===== config.mk =====
export PLATFORM = sky130hd
export DESIGN_NAME = hazard_scoreboard_flat
export DESIGN_NICKNAME = d
export VERILOG_FILES = /design/src/rtl/hazard_scoreboard_if.sv /design/src/rtl/hazard_scoreboard.sv /design/src/flat_wrapper.sv
export SDC_FILE = /design/constraint.sdc
export NUM_CORES = 1
export LEC_CHECK = 0
export ABC_AREA = 1
export CAP_MARGIN = 5
export CORE_ASPECT_RATIO = 1.2
export CORE_UTILIZATION = 58
export CTS_BUF_LIST = sky130_fd_sc_hd__clkbuf_8
export CTS_CLUSTER_SIZE = 28
export DETAILED_ROUTE_END_ITERATION = 8
export PLACE_DENSITY = 0.95
export SYNTH_ARGS = -nofsm -noshare
export SYNTH_HDL_FRONTEND = slang
export SYNTH_SLANG_ARGS = --single-unit

===== constraint.sdc =====
create_clock -name clk -period 3.9 [get_ports clk]
set_input_delay 0.78 -clock clk [delete_from_list [all_inputs] [get_ports clk]]
set_output_delay 0.78 -clock clk [all_outputs]
set_load 0.01 [all_outputs]

===== src/rtl/hazard_scoreboard_if.sv =====
// Decode-side hazard query bus: producer info and operand queries in, stall and forward selects out.
// Latency: none, pure signal bundle.
// Backpressure: stall is the only backpressure; the master must hold PC and F/D while it is high.
// Optional HAZARD_SCOREBOARD_STATS_EN adds the stall_cnt and raw_hit_cnt observation counters.
interface hazard_scoreboard_if #(
   parameter int TNEW_W = 2,
   parameter int REG_W  = 5
);
   logic              flush_E;
   logic              wr_en_D;
   logic [REG_W-1:0]  wr_addr_D;
   logic [TNEW_W-1:0] tnew_D;
   logic [REG_W-1:0]  rs_D;
   logic [REG_W-1:0]  rt_D;
   logic              use_rs_D;
   logic              use_rt_D;
   logic [TNEW_W-1:0] tuse_rs_D;
   logic [TNEW_W-1:0] tuse_rt_D;
   logic              stall;
   logic [1:0]        fwd_rs_D;
   logic [1:0]        fwd_rt_D;
`ifdef HAZARD_SCOREBOARD_STATS_EN
   logic [31:0]       stall_cnt;
   logic [31:0]       raw_hit_cnt;
`endif

   // Decode stage drives producer and query fields and consumes the verdict
   modport master (
      output flush_E, wr_en_D, wr_addr_D, tnew_D, rs_D, rt_D,
             use_rs_D, use_rt_D, tuse_rs_D, tuse_rt_D,
      input  stall, fwd_rs_D, fwd_rt_D
`ifdef HAZARD_SCOREBOARD_STATS_EN
      , input stall_cnt, raw_hit_cnt
`endif
   );

   // Scoreboard side
   modport slave (
      input  flush_E, wr_en_D, wr_addr_D, tnew_D, rs_D, rt_D,
             use_rs_D, use_rt_D, tuse_rs_D, tuse_rt_D,
      output stall, fwd_rs_D, fwd_rt_D
`ifdef HAZARD_SCOREBOARD_STATS_EN
      , output stall_cnt, raw_hit_cnt
`endif
   );
endinterface


===== src/rtl/hazard_scoreboard.sv =====
// Tracks destination/Tnew of instructions in E/M/W and resolves D-stage rs/rt hazards into stall + forward codes.
// Latency: stall and forward selects are combinational (zero cycles); the tracked entries advance every clock.
// Backpressure: asserts stall (bubble into E) whenever the youngest producer of a source is not ready by its Tuse.
// Optional HAZARD_SCOREBOARD_STATS_EN adds 32-bit wrapping stall-cycle and raw-hit-cycle counters.
module hazard_scoreboard #(
   parameter int TNEW_W = 2,
   parameter int REG_W  = 5
) (
   input  logic                clk,
   input  logic                reset,
   hazard_scoreboard_if.slave  bus
);

   typedef struct packed {
      logic              vld;
      logic [REG_W-1:0]  addr;
      logic [TNEW_W-1:0] tnew;
   } ent_t;

   ent_t ent_e_q, ent_e_d;
   ent_t ent_m_q, ent_m_d;
   ent_t ent_w_q, ent_w_d;

   logic       rs_stall, rt_stall;
   logic       rs_hit, rt_hit;
   logic [1:0] rs_fwd, rt_fwd;

   // Moving one stage down brings the result one cycle closer; never below zero
   function automatic ent_t advance(input ent_t e);
      ent_t r;
      r = e;
      if (e.tnew != '0) r.tnew = e.tnew - 1'b1;
      return r;
   endfunction

   // Youngest matching producer decides: {hit, stall, fwd}; $0 and unused sources never hit
   function automatic logic [3:0] resolve(input ent_t e, input ent_t m, input ent_t w,
                                          input logic [REG_W-1:0] src, input logic use_s,
                                          input logic [TNEW_W-1:0] tuse);
      logic [3:0] r;
      r = '0;
      if (use_s && src != '0) begin
         if (e.vld && e.addr == src)
            r = {1'b1, e.tnew > tuse, (e.tnew == '0) ? 2'd1 : 2'd0};
         else if (m.vld && m.addr == src)
            r = {1'b1, m.tnew > tuse, (m.tnew == '0) ? 2'd2 : 2'd0};
         else if (w.vld && w.addr == src)
            r = {1'b1, w.tnew > tuse, (w.tnew == '0) ? 2'd3 : 2'd0};
      end
      return r;
   endfunction

   // Per-source hazard resolution and combined stall
   always_comb begin
      {rs_hit, rs_stall, rs_fwd} = resolve(ent_e_q, ent_m_q, ent_w_q,
                                           bus.rs_D, bus.use_rs_D, bus.tuse_rs_D);
      {rt_hit, rt_stall, rt_fwd} = resolve(ent_e_q, ent_m_q, ent_w_q,
                                           bus.rt_D, bus.use_rt_D, bus.tuse_rt_D);
      bus.stall    = rs_stall | rt_stall;
      bus.fwd_rs_D = rs_fwd;
      bus.fwd_rt_D = rt_fwd;
   end

   // Next entries: shift E->M->W, load E from D or with a bubble on stall/flush
   always_comb begin
      ent_w_d = advance(ent_m_q);
      ent_m_d = advance(ent_e_q);
      ent_e_d = '0;
      if (!bus.stall && !bus.flush_E) begin
         ent_e_d.vld  = bus.wr_en_D && (bus.wr_addr_D != '0);
         ent_e_d.addr = bus.wr_addr_D;
         ent_e_d.tnew = bus.tnew_D;
      end
   end

   // Entry registers; reset overrides stall and flush
   always_ff @(posedge clk) begin
      if (reset) begin
         ent_e_q <= '0;
         ent_m_q <= '0;
         ent_w_q <= '0;
      end else begin
         ent_e_q <= ent_e_d;
         ent_m_q <= ent_m_d;
         ent_w_q <= ent_w_d;
      end
   end

`ifdef HAZARD_SCOREBOARD_STATS_EN
   logic [31:0] stall_cnt_q, stall_cnt_d;
   logic [31:0] raw_hit_cnt_q, raw_hit_cnt_d;

   // Count stall cycles and cycles with any producer match (wrap naturally)
   always_comb begin
      stall_cnt_d   = stall_cnt_q + {31'd0, bus.stall};
      raw_hit_cnt_d = raw_hit_cnt_q + {31'd0, rs_hit | rt_hit};
   end

   // Counter registers
   always_ff @(posedge clk) begin
      if (reset) begin
         stall_cnt_q   <= '0;
         raw_hit_cnt_q <= '0;
      end else begin
         stall_cnt_q   <= stall_cnt_d;
         raw_hit_cnt_q <= raw_hit_cnt_d;
      end
   end

   assign bus.stall_cnt   = stall_cnt_q;
   assign bus.raw_hit_cnt = raw_hit_cnt_q;
`endif

endmodule


===== src/flat_wrapper.sv =====
// flat-port wrapper written by rule: the top's interface ports become plain ports
module hazard_scoreboard_flat 
#(
   parameter int TNEW_W = 2,
   parameter int REG_W  = 5
)
  (clk, reset, bus_flush_E, bus_wr_en_D, bus_wr_addr_D, bus_tnew_D, bus_rs_D, bus_rt_D, bus_use_rs_D, bus_use_rt_D, bus_tuse_rs_D, bus_tuse_rt_D, bus_stall, bus_fwd_rs_D, bus_fwd_rt_D);
  hazard_scoreboard_if #(.TNEW_W(TNEW_W), .REG_W(REG_W)) bus_i ();
  input  logic clk;
  input  logic reset;
  input wire logic [$bits(bus_i.flush_E)-1:0] bus_flush_E;
  input wire logic [$bits(bus_i.wr_en_D)-1:0] bus_wr_en_D;
  input wire logic [$bits(bus_i.wr_addr_D)-1:0] bus_wr_addr_D;
  input wire logic [$bits(bus_i.tnew_D)-1:0] bus_tnew_D;
  input wire logic [$bits(bus_i.rs_D)-1:0] bus_rs_D;
  input wire logic [$bits(bus_i.rt_D)-1:0] bus_rt_D;
  input wire logic [$bits(bus_i.use_rs_D)-1:0] bus_use_rs_D;
  input wire logic [$bits(bus_i.use_rt_D)-1:0] bus_use_rt_D;
  input wire logic [$bits(bus_i.tuse_rs_D)-1:0] bus_tuse_rs_D;
  input wire logic [$bits(bus_i.tuse_rt_D)-1:0] bus_tuse_rt_D;
  output wire logic [$bits(bus_i.stall)-1:0] bus_stall;
  output wire logic [$bits(bus_i.fwd_rs_D)-1:0] bus_fwd_rs_D;
  output wire logic [$bits(bus_i.fwd_rt_D)-1:0] bus_fwd_rt_D;
  assign bus_i.flush_E = bus_flush_E;
  assign bus_i.wr_en_D = bus_wr_en_D;
  assign bus_i.wr_addr_D = bus_wr_addr_D;
  assign bus_i.tnew_D = bus_tnew_D;
  assign bus_i.rs_D = bus_rs_D;
  assign bus_i.rt_D = bus_rt_D;
  assign bus_i.use_rs_D = bus_use_rs_D;
  assign bus_i.use_rt_D = bus_use_rt_D;
  assign bus_i.tuse_rs_D = bus_tuse_rs_D;
  assign bus_i.tuse_rt_D = bus_tuse_rt_D;
  assign bus_stall = bus_i.stall;
  assign bus_fwd_rs_D = bus_i.fwd_rs_D;
  assign bus_fwd_rt_D = bus_i.fwd_rt_D;
  hazard_scoreboard #(.TNEW_W(TNEW_W), .REG_W(REG_W)) u_core (.clk(clk), .reset(reset), .bus(bus_i));
endmodule

Yosys cells after proc, flatten, opt, wreduce, memory -nomap -nowiden
Cells that the tools add are included.
- $add $sub $neg: 2
- $lt $le $gt $ge: 6
- equality and inequality tests: 6
- multiplexer cells: 13
- bitwise operators: 2
- reduce and logical (&&, ||, !) cells: 21
- operators by type and width (cell ; count):
    == test 5 bit ; 6
    two-way mux 3 bit ; 8
    nonzero test 5 bit ; 3
    > comparator 2 bit ; 6
    logical AND 1 bit ; 10
    two-way mux 2 bit ; 4
    zero test 2 bit ; 3
    nonzero test 2 bit ; 2
    subtractor 2 x 1 -> 2 bit (second input constant) ; 2
    zero test 1 bit ; 2
    OR reduction 2 bit ; 1
    two-way mux 1 bit ; 1
    inverter 1 bit ; 1
    bitwise OR 1 bit ; 1
- register bits: 24
- output and inout bits: 5

Depth between registers and ports, before layout
Gate-level depths: netlist of run 1.
- depth in word-level cells: 11
- gate-level depth with buffers: 11
- depth with buffers taken out: 11

Worst setup path before layout of run 1
Ideal clock, no wire load.
- kind: input-to-output
- start point: input bus_tuse_rs_D[1]
- end point: output bus_stall
- data arrival time: 1686 ps
- required time: 3120 ps
- path slack: 1434 ps
- stages on the path: 10
- buffers on the path: 0
- cell sequence: inv_1 -> ha_1 -> inv_1 -> nor2_1 -> o21ai_0 -> nor2_1 -> nor2_1 -> nand2_1 -> nand2_2 -> nand2_1
- word-level cells in the longest chain between the ends: 6
- RTL lines (item ; RTL line ; text):
    start: declaration ; flat_wrapper.sv:19 ; input wire logic [$bits(bus_i.tuse_rs_D)-1:0] bus_tuse_rs_D;
    > comparator 2 bit ; hazard_scoreboard.sv:48 ; r = {1'b1, w.tnew > tuse, (w.tnew == '0) ? 2'd3 : 2'd0};
    two-way mux 3 bit ; hazard_scoreboard.sv:47 ; else if (w.vld && w.addr == src)
    two-way mux 3 bit ; hazard_scoreboard.sv:45 ; else if (m.vld && m.addr == src)
    two-way mux 3 bit * ; hazard_scoreboard.sv:43 ; if (e.vld && e.addr == src)
    two-way mux 3 bit * ; hazard_scoreboard.sv:42 ; if (use_s && src != '0) begin
    bitwise OR 1 bit * ; hazard_scoreboard.sv:59 ; bus.stall = rs_stall | rt_stall;
    end: declaration ; flat_wrapper.sv:21 ; output wire logic [$bits(bus_i.stall)-1:0] bus_stall;
Every way passes the cells marked *; elsewhere a longest branch is shown, timed or not.

Worst setup path after layout of run 1
- start point: input bus_rs_D[4]
- end point: output bus_fwd_rs_D[0]
- word-level cells in the longest chain between the ends: 6
- RTL lines (item ; RTL line ; text):
    start: declaration ; flat_wrapper.sv:15 ; input wire logic [$bits(bus_i.rs_D)-1:0] bus_rs_D;
    == test 5 bit ; hazard_scoreboard.sv:47 ;
    logical AND 1 bit ; hazard_scoreboard.sv:47 ;
    two-way mux 3 bit ; hazard_scoreboard.sv:47 ;
    two-way mux 3 bit ; hazard_scoreboard.sv:45 ;
    two-way mux 3 bit ; hazard_scoreboard.sv:43 ;
    two-way mux 3 bit * ; hazard_scoreboard.sv:42 ;
    end: declaration ; flat_wrapper.sv:22 ; output wire logic [$bits(bus_i.fwd_rs_D)-1:0] bus_fwd_rs_D;
Marks and branches as above.

==> impl_results.md, run 1 <==
- Syn Inst Count: 277
- Maximum number of pins on one net before global-route repair: 18
- Number of antenna violations at the first check in global routing: 0
- Power density normalized to cell area: 246 nW/µm²
- Result of the run: finished, final reports clean
- Per-cell routed wire length: 12.2 µm
- Total number of clock tree sinks: 24
- Slew @ Worst Pin: 0.681 ns
- Worst hold path class: reg -> reg
- Global-route usage over all layers: 30.2%
- Number of hold buffers added after cts: 0
- Logic gate share of total power: 21.0%
- Post-CTS setup buffer count: 0
- Largest area contributor in the synthesized netlist: dfxtp_1
- Number of endpoints with negative hold slack in the final report: 0
- Crit path kind: in -> out
- Sequential fraction of the synthesis area: 28.7%
- Remaining number of nets flagged by the antenna check after routing: 0
- Maxcap violations: 0
- Commonest non-fill, non-tap cell in the layout: nor2_1
- Placeable core region: 2630 µm²
- Yosys synthesis warning count: 0
- Total CTS buffers: 3
- Count of unique library cells instantiated by Yosys: 23
- Layout area overhead: 23.1%
- Max Root-Sink Buffers: 2
- Number of input and output port buffers inserted: 31
- Share of the clock period used by the worst path: 91.8%
- Routed Wire Length: 4180 µm
- Data arrival, critical path: 2.80 ns
- DR DRC count: 0
- Area share of the leading cell type in the synthesized netlist: 28.7%
- Layout fillers: 210
- Fmax: 279 MHz
- Tightest hold margin: 0.419 ns
- Final setup skew: 0.00114 ns
- Global route overflow: 0
- Final HPWL from detailed placement: 3380 µm
- Vias per cell: 5.29
- Level count of the clock H-tree: 1
- Wire length of the first global-routing pass: 6840 µm
- Final min period: 3.58 ns
- Count of flip-flops with a built-in enable after synthesis: 0
- Cell area after technology mapping: 1670 µm²
- Number of vias after detailed routing: 1,809
- Setup repair after global routing missed its margin: no
- Crit start category: primary input
- Post-synth net total: 316
- Kind of capture point of the worst setup path: output pin
- Cell types with the largest area share after synthesis: dfxtp_1, nor2_1, nand2_1, inv_1, ha_1
- Clock tree from TritonCTS: built
- Initial cell density of the core: 63.6%
- Commonest cells after routing, fill and taps aside: nor2_1, nand2_1, inv_1
- Max rail drop VDD: 0.000200 V
- Fraction of layout cells with a size suffix above 1: 4.85%
- Total negative slack for setup checks: 0 ns
- Slew Limit Fails: 0
- Fraction of power consumed by sequential logic: 50.8%
- Clk slew on worst S/H paths: 0.08 ns
- Chip Height: 60.8 µm
- Number of failing setup endpoints in the final timing report: 0
- Net switching power figure: 137 µW
- Vias in the first global route: 1,598
- Antenna fix cells: 0
- Boundary Pins: 32
- Req. time, crit path: 3.12 ns
- Mean Syn Cell Area: 6.03 µm²
- Portion of total power attributed to the clock network: 28.2%
- Top FF cell, synth: dfxtp_1
- Site Rows: 20
- Post-synthesis async set-or-reset flop share: 0%
- Die W: 51.0 µm
- Internal cell power: 370 µW
- Initial drt markers: 100
- Routability congestion estimate: 0.999
- Number of storage elements in the synthesis netlist: 24
- First drt pass iteration count: 5
- Static power due to leakage: 0.00100 µW
- Net count reported at finish: 350
- Number of gates resized after CTS: 0
- Die ar.: 3100 µm²
- Switching part of the total power: 27.0%
- Crit Path Max Fanout: 5
- Headroom to the max-slew limit: 54.4%
- Cell at the root of the clock tree: clkbuf_8
- Clock insertion delay at the later pin of the skew report: 0.26 ns
-- power by group through the flow --
stage / logic (µW) / registers (µW) / clock network, µW
after floorplan: 59.7 / 261 / 0
after global placement: 102 / 263 / 0
after detailed placement: 104 / 263 / 0
after CTS: 105 / 257 / 145
after global routing: 119 / 259 / 158
final: 107 / 258 / 143
-- routing by layer --
metal	vias up	track usage [%]	share of wire, %
met4	0	9.52	2.0
li1	927	-	-
met3	10	3.01	7.5
met5	-	0	0
met2	78	54.3	49
met1	794	37.8	42
-- synthesized netlist by cell type (3+ instances only) --
cell and count:
a21oi_1 12, dfxtp_1 24, ha_1 12, inv_1 45
inv_2 4, nand2_1 61, nand3_1 11, nand4_1 5
nor2_1 68, nor3_1 6, nor3_2 3, o21ai_0 11
-- per-stage QoR --
| step | cell area [µm²] | instances | utilization, % | setup slack, ns | total power [µW] |
|---|---|---|---|---|---|
| after floorplan | 1670 | 277 | - | 1.43 | 321 |
| after global placement | 2020 | 339 | 76.7 | 0.367 | 365 |
| after detailed placement | 2020 | 339 | 76.7 | 0.350 | 368 |
| after CTS | 2060 | 342 | 78.3 | 0.336 | 507 |
| after global routing | 2060 | 342 | 78.3 | 0.0957 | 535 |
| final | 2060 | 342 | 78.3 | 0.321 | 507 |
-- area by class of cell --
| class | count | area (µm²) | area share (%) |
|---|---|---|---|
| tap | 33 | 41.3 | 2.01 |
| sequential | 24 | 480 | 23.4 |
| inverter | 49 | 184 | 8.94 |
| clock buffer | 3 | 41.3 | 2.01 |
| multi-input combinational | 202 | 1000 | 48.6 |
| timing repair buffer | 31 | 310 | 15.1 |
-- path summary, 6_finish.rpt --
check / start / to / slack, ns / cells after the start
setup reg to reg: u_core.ent_m_q[1] / u_core.ent_e_q[5] / 2.30 / 10
hold / removal: u_core.ent_e_q[0] / u_core.ent_m_q[0] / 0.42 / 1
hold reg to reg: u_core.ent_e_q[0] / u_core.ent_m_q[0] / 0.42 / 1
setup / recovery: bus_rs_D[4] / bus_fwd_rs_D[0] / 0.32 / 10
-- cells by family after synthesis --
kind of cell	Yosys count	synth area share, %
xor+xnor	3	1.57
flops	24	28.7
simple gates	161	41.1
buf+inv	51	11.5
compound gates	26	8.16
fa+ha+maj	12	8.98
-- critical path, stage by stage --
cell and delay, ns:
clkdlybuf4s50_1 0.58, inv_1 0.13, nand2_1 0.08, nand2_1 0.05, nor2_1 0.09, nand2_1 0.05, nor2_1 0.12, nand3_1 0.11
a211oi_1 0.22, clkdlybuf4s50_1 0.57
-- registers in the layout, indices dropped and copies added, names as in the netlist --
signal and cells:
u_core.ent_e_q 8, u_core.ent_m_q 8, u_core.ent_w_q 8
Note: power is estimated with default switching activity, not from simulation.
==> inputs of run 2 (changes only) <==
Settings changed: ABC_AREA 1 to default, ABC_CLOCK_PERIOD_IN_PS from default to 3900, CORE_UTILIZATION 58 to 56.
==> run 2 against run 1 <==
The run now ends with setup timing left. Sequential share of layout area is 2.1 points higher. First-iteration DRC count is 45% lower. Cell area is 8.2% lower. Sequential cell count stayed put. Clock power is 52% higher. Non-clock buffer count is 2 higher. Critical path depth is 1 lower. Sequential power hardly changed. Global-route usage is 0.44 points higher. Worst setup slack worse by 0.35 ns.
==> impl_results.md, run 2 <==
- Result of the run: finished, violations left
- Violations in the final reports: setup timing
- Logic gate share of total power: 17.0% (-4.0 points)
- Worst hold path class: reg -> reg
- Remaining number of nets flagged by the antenna check after routing: 0 (unchanged)
- Wire length of the first global-routing pass: 6070 µm (-11%)
- Complex-gate fraction of the synthesized area: 9.49% (+1.3 points)
- Req. time, crit path: 3.12 ns (about the same)
- Peak per-stage delay on the critical path: 0.51 ns (-0.07 ns)
- Final HPWL from detailed placement: 2900 µm (-14%)
- Number of standard cells in the layout, taps in and fillers out: 230 (-33%)
- Crit path cell chain: clkdlybuf4s50_1 > inv_1 > ha_1 > nor2b_1 > o211ai_1 > nor3_1 > a211oi_1 > o22ai_2 > clkdlybuf4s50_1
- Final min period: 3.93 ns (+0.353 ns)
- Fmax: 254 MHz (-9.0%)
- Boundary Pins: 32 (unchanged)
- Number of hold buffers added after cts: 0 (unchanged)
- DR DRC count: 0 (unchanged)
- Headroom to the max-slew limit: 56.8% (+2.4 points)
- Number of failing setup endpoints in the final timing report: 1 (+1)
- Count of unique library cells instantiated by Yosys: 31 (+35%)
- Area share of the leading cell type in the synthesized netlist: 33.4% (+4.7 points)
- Vias per cell: 5.79 (+9.5%)
- Initial drt markers: 55 (-45%)
- Leading post-synthesis cells by instance count: dfxtp_1, xnor2_1, nor2b_1, nor2_1, nand2_1
- First drt pass iteration count: 4 (-1)
- Data arrival, critical path: 3.15 ns (+0.35 ns)
- Yosys synthesis warning count: 0 (unchanged)
- Number of vias after detailed routing: 1,332 (-26%)
- Final Total Pwr: 572 µW (+13%)
- Number of antenna violations at the first check in global routing: 0 (unchanged)
- Placement-stage cell area: 1800 µm² (-11%)
- Slew Limit Fails: 0 (unchanged)
- Cell types with the largest area share after synthesis: dfxtp_1, xnor2_1, ha_1, xor2_1, nor2b_1
- Regs by FF count: u_core.ent_e_q: 8 flops, u_core.ent_m_q: 8 flops, u_core.ent_w_q: 8 flops
- Worst-case setup margin in the final layout: -0.0320 ns (-0.353 ns)
- Level count of the clock H-tree: 1 (unchanged)
- Final Instance Area: 1890 µm² (-8.2%)
- Number of endpoints with negative hold slack in the final report: 0 (unchanged)
- Post-synth net total: 202 (-36%)
- Clk slew on worst S/H paths: 0.08 ns (about the same)
- Internal cell power: 439 µW (+19%)
- Cell at the root of the clock tree: clkbuf_8
- Sequential fraction of the synthesis area: 33.4% (+4.7 points)
- Die ar.: 2770 µm² (-11%)
- Kind of capture point of the worst setup path: output pin
- Most Frequent Cell on Critical Path: clkdlybuf4s50_1
- Antenna fix cells: 0 (unchanged)
- Die W: 48.2 µm (-5.4%)
- Final setup skew: 0.00662 ns (+0.00548 ns)
- Syn Inst Count: 163 (-41%)
- Portion of total power attributed to the clock network: 37.9% (+9.7 points)
- Power density normalized to cell area: 303 nW/µm² (+23%)
- Commonest non-fill, non-tap cell in the layout: clkdlybuf4s50_1
- Synthesized-area fraction occupied by adder cells: 10.5% (+1.5 points)
- Clock insertion delay at the later pin of the skew report: 0.27 ns (about the same)
- Layout area overhead: 31.4%
- Global route overflow: 0 (unchanged)
- Net switching power figure: 132 µW (-3.3%)
- Chip Height: 57.5 µm (-5.5%)
- Clock tree from TritonCTS: built
- Post-synthesis async set-or-reset flop share: 0% (unchanged)
- Post-CTS setup buffer count: 0 (unchanged)
- Finished Core Util: 80.2% (+1.9 points)
- Maxcap violations: 0 (unchanged)
- Count of flip-flops with a built-in enable after synthesis: 0 (unchanged)
- Worst path slowest cell: clkdlybuf4s50_1
- Crit path kind: in -> out
- Total number of clock tree sinks: 24 (unchanged)
- Synthesized-area fraction occupied by and/or/nand/nor cells: 24.8% (-16 points)
- Largest area contributor in the synthesized netlist: dfxtp_1
- Crit start category: primary input
- Largest family of logic cells by synthesized area: simple AND/OR/NAND/NOR gates
- Top FF cell, synth: dfxtp_1
- Routability congestion estimate: 0.944 (-5.5%)
- Crit Path Max Fanout: 3 (-2)
- Static power due to leakage: 0.000771 µW (-23%)
- Max Root-Sink Buffers: 2 (unchanged)
- Max rail drop VDD: 0.000348 V (+74%)
- Maximum number of pins on one net before global-route repair: 18 (unchanged)
- Fraction of power consumed by sequential logic: 45.1% (-5.7 points)
- Cell area after technology mapping: 1440 µm² (-14%)
- Initial cell density of the core: 61.0% (-2.6 points)
- Number of input and output port buffers inserted: 31 (unchanged)
- Per-cell routed wire length: 17.0 µm (+39%)
- Fraction of layout cells with a size suffix above 1: 5.53% (+0.67 points)
- Most common cell in the netlist: dfxtp_1
- Switching part of the total power: 23.2% (-3.9 points)
- Placeable core region: 2350 µm² (-10%)
- Number of storage elements in the synthesis netlist: 24 (unchanged)
- Mean Syn Cell Area: 8.81 µm² (+46%)
- Global-route usage over all layers: 30.6% (+0.44 points)
- Commonest cells after routing, fill and taps aside: clkdlybuf4s50_1, dfxtp_1, xnor2_1
- Share of the clock period used by the worst path: 101% (+9.0 points)
- Setup slack on the worst flop-to-flop path: 1.90 ns (-0.40 ns)
- Site Rows: 19 (-5.0%)
- Post-Place Cells: 226 (-33%)
- Routed Wire Length: 3910 µm (-6.5%)
- Net count reported at finish: 239 (-32%)
- Vias in the first global route: 1,397 (-13%)
- Fraction of synthesized cell area in xor and xnor cells: 18.3% (+17 points)
- Slew @ Worst Pin: 0.646 ns (-0.0359 ns)
- Multiplexer fraction of the synthesized cell area: 1.39% (+1.4 points)
- Total CTS buffers: 3 (unchanged)
run 2: changes by cell type after synthesis, sizes merged, moves of 5 or more:
cell   delta
nor2     -53
nand2    -49
inv      -42
xnor2    +17
nor2b    +16
nand3    -10
xor2     +10
a21oi     -7
o21ai     -7
nor3      -6
nor4      +5
run 2: power groups by stage:
stage,logic (µW),registers (µW),clock network (µW)
floorplan,45.1,262,0
global placement,87.7,263,0
detailed placement,92.0,263,0
CTS,94.4,258,217
global route,105,259,229
finish,96.9,258,217
run 2: cells by family (layout without fill, tap and decap cells):
kind of cell,count (synthesis),after routing
buffers and inverters,8,44
adders and majority gates,12,12
muxes,2,2
DFF,24,24
and+or+nand+nor,67,67
xor gates and xnor gates,30,30
AOI/OAI and AO/OA,20,20
run 2: stage by stage:
step | hold WS, ns | setup TNS [ns] | setup slack (ns)
6_report | 0.459 | -0.0320 | -0.0320
5_1_grt | 0.481 | -0.141 | -0.0864
4_1_cts | 0.462 | 0 | 0.0324
3_5_place_dp | 0.446 | 0 | 0.0470
3_3_place_gp | 0.435 | 0 | 0.159
2_1_floorplan | 0.422 | 0 | 1.10
run 2: what timing repair did:
item | 4_1_cts | 5_1_grt
gates resized for setup | 0 | 6
hold endpoints to repair | 0 | 0
endpoints found under the setup margin | 0 | 3
run 2: area by class of cell:
| class | count | area (µm²) |
|---|---|---|
| fill | 153 | 465 |
| inverter | 7 | 26.3 |
| tap | 31 | 38.8 |
| timing repair buffer | 33 | 333 |
| sequential | 24 | 480 |
| clock inverter | 1 | 30.0 |
| clock buffer | 3 | 41.3 |
| multi-input combinational | 131 | 938 |
run 2: final timing paths:
path | from | endpoint | depth (start not counted)
max | bus_tuse_rt_D[1] | bus_stall | 9
min | u_core.ent_e_q[0] | u_core.ent_m_q[0] | 1
max reg2reg | u_core.ent_w_q[1] | u_core.ent_e_q[1] | 8
min reg2reg | u_core.ent_e_q[0] | u_core.ent_m_q[0] | 1
run 2: routing by layer:
layer	global-route usage [%]	routed length, µm	vias to the layer above
li1	-	-	634
met1	36.4	1510	621
met2	52.8	2050	64
met3	4.43	235	13
met4	11.1	114	0
met5	0	0	-
run 2: worst max-delay path: cells and delay by family:
| kind | cells | cell delay (ns) |
|---|---|---|
| adders and majority gates | 1 | 0.32 |
| and+or+nand+nor | 2 | 0.22 |
| buffers and inverters | 3 | 1.05 |
| AOI/OAI and AO/OA | 3 | 0.78 |
==> inputs of run 3 (changes only) <==
Settings changed: CORE_UTILIZATION 56 to 60, DONT_BUFFER_PORTS from default to 1, PLACE_DENSITY 0.95 to 0.86, SKIP_CTS_REPAIR_TIMING from default to 1.
==> run 3 against run 2 <==
The flow now finishes without violations. Cell count shrank 14%. Register-to-register slack improved by 0.03 ns. Largest cell class unchanged. Cell area fell by 18%. Count of clock-buffer cells in the layout did not move. Hold slack better by 0.016 ns. Wire length is 22% lower. Via count shrank 13%. Critical path depth is 4 lower. Global-route usage down 4.8 points. Sequential power hardly changed. Clock skew down 0.0029 ns. Combinational power down 45%.
==> impl_results.md, run 3 (synthesis results as in run 2) <==
- Remaining number of nets flagged by the antenna check after routing: 0 (unchanged)
- Total number of clock tree sinks: 24 (unchanged)
- Routed Wire Length: 3070 µm (-22%)
- Total negative slack for setup checks: 0 ns (+0.0320 ns)
- Final HPWL from detailed placement: 2510 µm (-14%)
- Final min period: 2.94 ns (-0.993 ns)
- Crit start category: primary input
- Net count reported at finish: 206 (-14%)
- Vias per cell: 5.86 (+1.2%)
- Max rail drop VDD: 0.000266 V (-24%)
- Clk slew on worst S/H paths: 0.08 ns (about the same)
- Number of failing setup endpoints in the final timing report: 0 (-1)
- Setup slack on the worst flop-to-flop path: 1.93 ns (+0.03 ns)
- Total CTS buffers: 3 (unchanged)
- Global-route usage over all layers: 25.9% (-4.8 points)
- Result of the run: finished, final reports clean
- Commonest non-fill, non-tap cell in the layout: dfxtp_1
- Per-cell routed wire length: 15.6 µm (-8.5%)
- Wire length of the first global-routing pass: 4770 µm (-21%)
- Placeable core region: 2280 µm² (-3.0%)
- Initial drt markers: 9 (-84%)
- Static power due to leakage: 0.000605 µW (-22%)
- Die ar.: 2590 µm² (-6.4%)
- Crit Path Max Fanout: 9 (+6)
- Headroom to the max-slew limit: 69.0% (+12 points)
- Clock tree from TritonCTS: built
- Fmax: 340 MHz (+34%)
- Number of antenna violations at the first check in global routing: 0 (unchanged)
- Slew Limit Fails: 0 (unchanged)
- Vias in the first global route: 1,079 (-23%)
- Regs by FF count: u_core.ent_e_q: 8 flops, u_core.ent_m_q: 8 flops, u_core.ent_w_q: 8 flops
- Req. time, crit path: 3.12 ns (about the same)
- Kind of capture point of the worst setup path: output pin
- Slew @ Worst Pin: 0.453 ns (-0.192 ns)
- Number of endpoints with negative hold slack in the final report: 0 (unchanged)
- Routability congestion estimate: 0.904 (-4.2%)
- Maxcap violations: 0 (unchanged)
- Commonest cells after routing, fill and taps aside: dfxtp_1, xnor2_1, nor2b_1
- DR DRC count: 0 (unchanged)
- Worst hold path class: reg -> reg
- Data arrival, critical path: 2.16 ns (-0.99 ns)
- Number of vias after detailed routing: 1,155 (-13%)
- Die W: 46.7 µm (-3.2%)
- Number of input and output port buffers inserted: 0 (-100%)
- Final Total Pwr: 528 µW (-7.5%)
- Antenna fix cells: 0 (unchanged)
- Crit path kind: in -> out
- Layout fillers: 193 (+26%)
- Power density normalized to cell area: 343 nW/µm² (+13%)
- Global route overflow: 0 (unchanged)
- Layout area overhead: 7.40%
- Share of the clock period used by the worst path: 75.4% (-25 points)
- Cell at the root of the clock tree: clkbuf_8
- Site Rows: 19 (unchanged)
- Level count of the clock H-tree: 1 (unchanged)
- Maximum number of pins on one net before global-route repair: 18 (unchanged)
- Setup repair after global routing missed its margin: no
- Boundary Pins: 32 (unchanged)
- Initial cell density of the core: 62.9% (+1.9 points)
- Chip Height: 55.6 µm (-3.3%)
- Max Root-Sink Buffers: 2 (unchanged)
- Final setup skew: 0.00368 ns (-0.00295 ns)
- First drt pass iteration count: 4 (unchanged)
- Fraction of layout cells with a size suffix above 1: 4.22% (-1.3 points)
- Clock insertion delay at the later pin of the skew report: 0.27 ns (about the same)
-- run 3: cell types whose count changed in the layout (fill, tap and decap cells not counted) --
cell	delta
dlymetal6s2s_1	-3
nor4_1	+1
a2111oi_2	-1
clkdlybuf4s50_1	-28
buf_4	-2
a2111oi_0	+1
nor4_2	-1
-- run 3: final cells by class --
type                    count  area (µm²)  area share, %
multi-input cells         131         926           60.0
flip-flops and latches     24         480           31.1
clock buffers               3        41.3           2.68
well taps                  31        38.8           2.51
clock inverters             1        30.0           1.95
inverters                   7        26.3           1.70
-- run 3: final timing paths --
| kind | startpoint | endpoint | depth (start not counted) |
|---|---|---|---|
| setup reg to reg | u_core.ent_m_q[6] | u_core.ent_e_q[6] | 6 |
| hold reg to reg | u_core.ent_e_q[0] | u_core.ent_m_q[0] | 1 |
| hold / removal | u_core.ent_e_q[0] | u_core.ent_m_q[0] | 1 |
| setup / recovery | bus_tuse_rt_D[1] | bus_stall | 5 |
-- run 3: critical path: stages --
cell	delay [ns]
inv_1	0.06
ha_1	0.31
a2111oi_0	0.48
a211oi_1	0.13
o22ai_2	0.39
-- run 3: routing by layer --
| metal | routed length, µm | track usage [%] |
|---|---|---|
| met1 | 1330 | 30.6 |
| met2 | 1490 | 41.9 |
| met3 | 165 | 7.47 |
| met4 | 84 | 11.0 |
| met5 | 0 | 0 |
-- run 3: metrics by stage --
step	worst slack, ns	hold slack, ns	util [%]	cells	cell area [µm²]
after floorplan	1.10	0.422	-	163	1440
after CTS	0.953	0.467	67.6	197	1540
final	0.961	0.475	67.6	197	1540
after global routing	0.815	0.495	67.6	197	1540
after detailed placement	0.951	0.451	64.5	193	1470
after global placement	1.00	0.436	64.5	193	1470
-- run 3: power by group --
part	internal [µW]	total [µW]	switching, µW
clock network	137	217	80.2
logic	27.4	53.3	25.8
registers	251	258	6.33
